<file path="src/rtl/key_debounce_encoder.sv">
// rtl/key_debounce_encoder.sv - debounced 7-key piano front end with priority note encoder and press/release events
// Optional long-press detection is built only when KEY_LONG_PRESS_EN is defined.
module key_debounce_encoder #(
  parameter int NUM_KEYS        = 7,
  parameter int DEBOUNCE_CYCLES = 2000000,
  parameter int CNT_W           = 21,
  parameter int LONG_CYCLES     = 100000000
) (
  input  logic                clk,
  input  logic                reset,
  input  logic [NUM_KEYS-1:0] keys_raw,
  output logic [NUM_KEYS-1:0] keys_stable,
  output logic [3:0]          note_code,
  output logic                note_valid,
  output logic                press_pulse,
  output logic                release_pulse,
  output logic                long_press
);

  localparam logic [CNT_W-1:0] DB_LAST = CNT_W'(DEBOUNCE_CYCLES - 1);

  if (NUM_KEYS != 7 || (64'd1 << CNT_W) <= 64'(DEBOUNCE_CYCLES) || LONG_CYCLES < 1) begin : g_param_check
    $error("key_debounce_encoder: unsupported parameter set");
  end

  typedef enum logic {IDLE = 1'b0, HELD = 1'b1} state_t;

  logic [NUM_KEYS-1:0] keys_meta;
  logic [NUM_KEYS-1:0] keys_sync;
  logic [CNT_W-1:0]    db_cnt [NUM_KEYS];
  logic [3:0]          code_nxt;
  state_t              state;
  state_t              state_nxt;
  logic                press_nxt;
  logic                release_nxt;

  // Two-flop synchroniser followed by per-key stability counters.
  always_ff @(posedge clk) begin
    if (reset) begin
      keys_meta   <= '0;
      keys_sync   <= '0;
      keys_stable <= '0;
      for (int i = 0; i < NUM_KEYS; i++) db_cnt[i] <= '0;
    end else begin
      keys_meta <= keys_raw;
      keys_sync <= keys_meta;
      for (int i = 0; i < NUM_KEYS; i++) begin
        if (keys_sync[i] == keys_stable[i]) begin
          db_cnt[i] <= '0;
        end else if (db_cnt[i] == DB_LAST) begin
          keys_stable[i] <= ~keys_stable[i];
          db_cnt[i]      <= '0;
        end else begin
          db_cnt[i] <= db_cnt[i] + 1'b1;
        end
      end
    end
  end

  // Lowest-numbered pressed key wins.
  always_comb begin
    code_nxt = 4'd0;
    for (int i = NUM_KEYS - 1; i >= 0; i--) begin
      if (keys_stable[i]) code_nxt = 4'(i + 1);
    end
  end

  always_ff @(posedge clk) begin
    if (reset) state <= IDLE;
    else       state <= state_nxt;
  end

  always_comb begin
    state_nxt = state;
    case (state)
      IDLE:    if (code_nxt != 4'd0) state_nxt = HELD;
      HELD:    if (code_nxt == 4'd0) state_nxt = IDLE;
      default: state_nxt = IDLE;
    endcase
  end

  // A new nonzero code is a press even while held (legato).
  always_comb begin
    press_nxt   = (code_nxt != 4'd0) && ((state == IDLE) || (code_nxt != note_code));
    release_nxt = (state == HELD) && (code_nxt == 4'd0);
  end

  always_ff @(posedge clk) begin
    if (reset) begin
      note_code     <= 4'd0;
      note_valid    <= 1'b0;
      press_pulse   <= 1'b0;
      release_pulse <= 1'b0;
    end else begin
      note_code     <= code_nxt;
      note_valid    <= (code_nxt != 4'd0);
      press_pulse   <= press_nxt;
      release_pulse <= release_nxt;
    end
  end

`ifdef KEY_LONG_PRESS_EN
  localparam int LONG_W = ($clog2(LONG_CYCLES) > CNT_W) ? $clog2(LONG_CYCLES) : CNT_W;
  localparam logic [LONG_W-1:0] LONG_LAST = LONG_W'(LONG_CYCLES - 1);

  logic [LONG_W-1:0] long_cnt;
  logic              long_keep;

  assign long_keep = (state == HELD) && (state_nxt == HELD) && (code_nxt == note_code);

  // Saturating hold timer; long_press is sticky until the held note ends or changes.
  always_ff @(posedge clk) begin
    if (reset || !long_keep) begin
      long_cnt   <= '0;
      long_press <= 1'b0;
    end else begin
      if (long_cnt != '1)        long_cnt   <= long_cnt + 1'b1;
      if (long_cnt == LONG_LAST) long_press <= 1'b1;
    end
  end
`else
  assign long_press = 1'b0;
`endif

endmodule

</file>
<file path="config.mk">
export PLATFORM = sky130hd
export DESIGN_NAME = key_debounce_encoder
export DESIGN_NICKNAME = d
export VERILOG_FILES = /design/src/rtl/key_debounce_encoder.sv
export SDC_FILE = /design/constraint.sdc
export NUM_CORES = 1
export LEC_CHECK = 0
export BUFFER_PORTS_ARGS = -buffer_cell sky130_fd_sc_hd__buf_2
export CAP_MARGIN = 40
export CORE_MARGIN = 1
export CORE_UTILIZATION = 34
export DETAILED_ROUTE_END_ITERATION = 10
export HOLD_SLACK_MARGIN = 0.05
export SETUP_SLACK_MARGIN = 0.05
export SLEW_MARGIN = 20
export SYNTH_ARGS = -nofsm -noshare
export SYNTH_HDL_FRONTEND = slang
export SYNTH_SLANG_ARGS = --single-unit
export TNS_END_PERCENT = 10
</file>
<file path="constraint.sdc">
create_clock -name clk -period 2.1 [get_ports clk]
set_input_delay 0.21 -clock clk [delete_from_list [all_inputs] [get_ports clk]]
set_output_delay 0.21 -clock clk [all_outputs]
set_load 0.005 [all_outputs]
</file>
==> results by group <==
Synthesis
  – Yosys warnings: 0
  – Seq/Total Area, Yosys: 56.0%
  – Post-synthesis simple-gate area fraction: between 20% and 30%
  – Adder-cell share of the synthesized area: less than 1%
  – Cells after Synth: 834
  – Distinct cells, synth: between 40 and 50
  – Post-synthesis mux area share: less than 1%
  – Compound-gate portion of the synthesized area: less than 1%
  – Largest family of logic cells by synthesized area: simple AND/OR/NAND/NOR gates
  – Post-synthesis xor/xnor area fraction: between 10 and 15%
  – FF+latch count, synth: about 180
  – Synthesized area per cell: around 11 um2
  – Mapped Area: just under 9000 um2

Setup path
  – Arr. time, crit path: ~2100 ps
  – CP required: roughly 2300 ps
  – Crit path launch type: flop
  – Reg-to-reg endpoint: db_cnt[2][3]
  – Crit-path slowest cell: edfxtp_1
  – FF-to-FF setup slack: between 150 and 200 ps
  – Reg2reg path depth: 5
  – Cells along the critical path: and4_1 > and3_1 > nand4_1 > nand2_2 > nor2_1
  – Crit path buffers/inverters: 0
  – Reg-to-Reg Start: db_cnt[2][2]
  – Crit path largest cell delay: just over 400 ps
  – CP top delay family: simple AND/OR/NAND/NOR gates
  – CP startpoint: db_cnt[2][2]
  – Crit path max fanout: 19
  – CP endpoint kind: flop
  – Critical setup path kind: flop to flop

Route
  – DR iter-0 viols: 227
  – Via count: between 6k and 7k
  – Final wirelength: approximately 15 mm
  – ANT nets after route: 0
  – Wire per inst: between 10 and 15 um
  – TritonRoute pass-1 iters: 5
  – Vias per cell: 4.41
  – # DRC: 0

STA
  – Slew @ Worst Pin: roughly 550 ps
  – Final hold slack: about 260 ps
  – Setup_tns: 0 ps
  – Min cycle time layout: 1910 ps
  – Hold Violations, Final: 0
  – Max Slew Vio Count: 0
  – Unrepaired setup endpoints after global routing: no
  – # setup viols final: 0
  – Fmax: between 0.5 and 0.6 GHz
  – Clock skew: roughly 12 ps
  – Crit share post-route: 90.8%
  – Worst slew margin: a little over three fifths

Clock tree
  – Clk sink count: between 150 and 200
  – CTS tree: yes
  – Num CTS Buffers: 17
  – Worst-skew pair later-pin latency: around 430 ps
  – CTS clk-pin slew, worst paths: 60 ps
  – Post CTS Setup Buffer Count: 0
  – Root Buffer: clkbuf_16
  – Clock tree buffer depth: 2
  – H-tree lvl count: 4

Floorplan
  – Chip Height: 164 um
  – Die W: about 160 um
  – Placeable Area: between 20000 and 30000 um2
  – Cell Rows: 58
  – Initial Utilization: 35.0%
  – Die area: between 20000 and 30000 um2
  – I/O pin cnt: 24

Placed design
  – Hpwl dp: about 11 mm
  – Port Buf Inserts: 21
  – Routability congestion estimate: 0.777

Worst hold path
  – Hold depth: 2
  – Hold WC Path Type: input port to flop
  – Hold path startpoint: reset
  – Worst hold endpoint: keys_sync[3]

Layout
  – Share of cells above drive strength 1: under 10%
  – Layout area overhead: 21.4%
  – ANT cells: 0
  – Fin nets: roughly 1.0k

Global route
  – Initial antenna violation count: 0
  – GRT Total Usage: about an eighth
  – Remaining Overflow, GRT: 0
  – Largest net degree at the start of global routing: 29
  – Global-route wire length before repair: roughly 27 mm
  – Number of global-route vias before repair: around 5.8k

Power and ir drop
  – LEAKAGE: slightly below 4 nW
  – Pwr Density: a little over 700 nW/um2
  – Worst vdd ir: ~0.0004 V

Run
  – # Max-Cap Violations: 0

Status
  – Status: completed
-- sequential cells by signal, summed over array words and instances, names as in the netlist --
| signal | count |
|---|---|
| db_cnt | 147 |
| keys_meta | 7 |
| keys_stable | 7 |
| keys_sync | 7 |
| note_code | 3 |
| note_valid | 1 |
| press_pulse | 1 |
| release_pulse | 1 |
| state | 1 |
-- through the flow --
| step | utilization, % | instances | instance area (um2) | setup slack, ps | power, mW |
|---|---|---|---|---|---|
| 6_report | 42.4 | 1374 | 10800 | 194 | 7.65 |
| 5_1_grt | 42.4 | 1374 | 10800 | 52.8 | 7.95 |
| 4_1_cts | 42.3 | 1373 | 10700 | 59.9 | 7.76 |
| 3_5_place_dp | 39.6 | 1335 | 10100 | 12.4 | 4.39 |
| 3_3_place_gp | 39.6 | 1335 | 10100 | 85.0 | 4.38 |
| 2_1_floorplan | - | 981 | 9430 | 236 | 4.30 |
-- synth_stat cells, drive strengths merged --
cell type / count / area share, %
clkbuf: 6 / 0.27
nand2b: 12 / 0.85
xnor2: 52 / 5.1
edfxtp: 147 / 50
ha: 7 / 0.99
nor4: 17 / 1.4
nor3: 18 / 1.1
nor4b: 5 / 0.49
nor2: 189 / 8.1
nand4: 39 / 2.9
and4: 11 / 1.1
nand2: 48 / 2.1
o31ai: 1 / 0.085
dfxtp: 28 / 6.3
buf: 17 / 1.2
o21ai: 3 / 0.17
nand3b: 1 / 0.085
nor2b: 16 / 1.1
and3: 16 / 1.1
nor4bb: 3 / 0.34
and4b: 1 / 0.11
o31a: 1 / 0.099
xor2: 89 / 8.8
a2111oi: 1 / 0.17
a21oi: 6 / 0.34
mux2i: 7 / 0.79
conb: 2 / 0.085
and2: 1 / 0.070
or2: 5 / 0.35
inv: 19 / 0.80
nand3: 61 / 3.5
or4: 1 / 0.13
or3: 4 / 0.28
-- where the power goes --
| group | internal (mW) | switching, mW |
|---|---|---|
| registers | 3.90 | 0.136 |
| logic | 0.133 | 0.163 |
| clock network | 1.98 | 1.33 |
-- worst max path at each step --
stage                               end  slack, ps  depth (start not counted)
after global routing      db_cnt[5][20]         50                          7
after global placement     db_cnt[5][3]         80                          7
after floorplan           db_cnt[5][17]        240                          7
final                      db_cnt[2][3]        190                          5
after detailed placement  db_cnt[0][13]         10                          6
after CTS                  db_cnt[5][4]         60                          7
-- repair_timing --
action                                  in CTS  in global routing
gates resized for setup                      1                  6
hold buffers                                 7                  0
gates cloned                                 0                  1
hold endpoints to repair                     7                  0
endpoints found under the setup margin      19                 42
pin swaps                                    0                  2
-- cells in the final DEF (no fill, tap or decap), types with 5 or more instances in the layout --
| cell type | count |
|---|---|
| nor2b_1 | 16 |
| nand2_1 | 47 |
| nand4_1 | 37 |
| edfxtp_1 | 147 |
| buf_4 | 23 |
| and4_1 | 11 |
| clkbuf_16 | 17 |
| ha_1 | 7 |
| buf_2 | 21 |
| dlygate4sd3_1 | 7 |
| a21oi_1 | 6 |
| xnor2_1 | 52 |
| nor4b_1 | 5 |
| nor3_1 | 15 |
| and3_1 | 15 |
| dfxtp_1 | 28 |
| nor4_1 | 13 |
| nand2b_1 | 12 |
| conb_1 | 149 |
| nor2_1 | 186 |
| mux2i_1 | 7 |
| xor2_1 | 89 |
| nand3_1 | 60 |
| inv_1 | 19 |
-- final cells by class --
class | instances | area (um2)
Clock buffer | 17 | 425
Fill cell | 2479 | 14600
Multi-Input combinational cell | 765 | 4300
Sequential cell | 175 | 4970
Clock inverter | 14 | 194
Timing Repair Buffer | 54 | 408
Inverter | 19 | 71.3
Tap cell | 330 | 413
-- cells by family after synthesis --
family / count (synthesis)
fa+ha+maj: 7
flops: 175
simple gates: 448
mux: 7
compound gates: 12
other cells: 2
buf+inv: 42
xor+xnor: 141
-- layer usage --
metal  part of all wire [%]  wire length [um]  global-route usage [%]  vias to the layer above
li1                       -                 -                       -                     3169
met1                     49              7520                    16.5                     2835
met2                     46              7130                    20.1                       42
met3                    3.1               481                    2.54                       20
met4                    1.6               252                    5.09                        0
met5                      0                 0                       0                        -
Note: power is estimated with default switching activity, not from simulation.
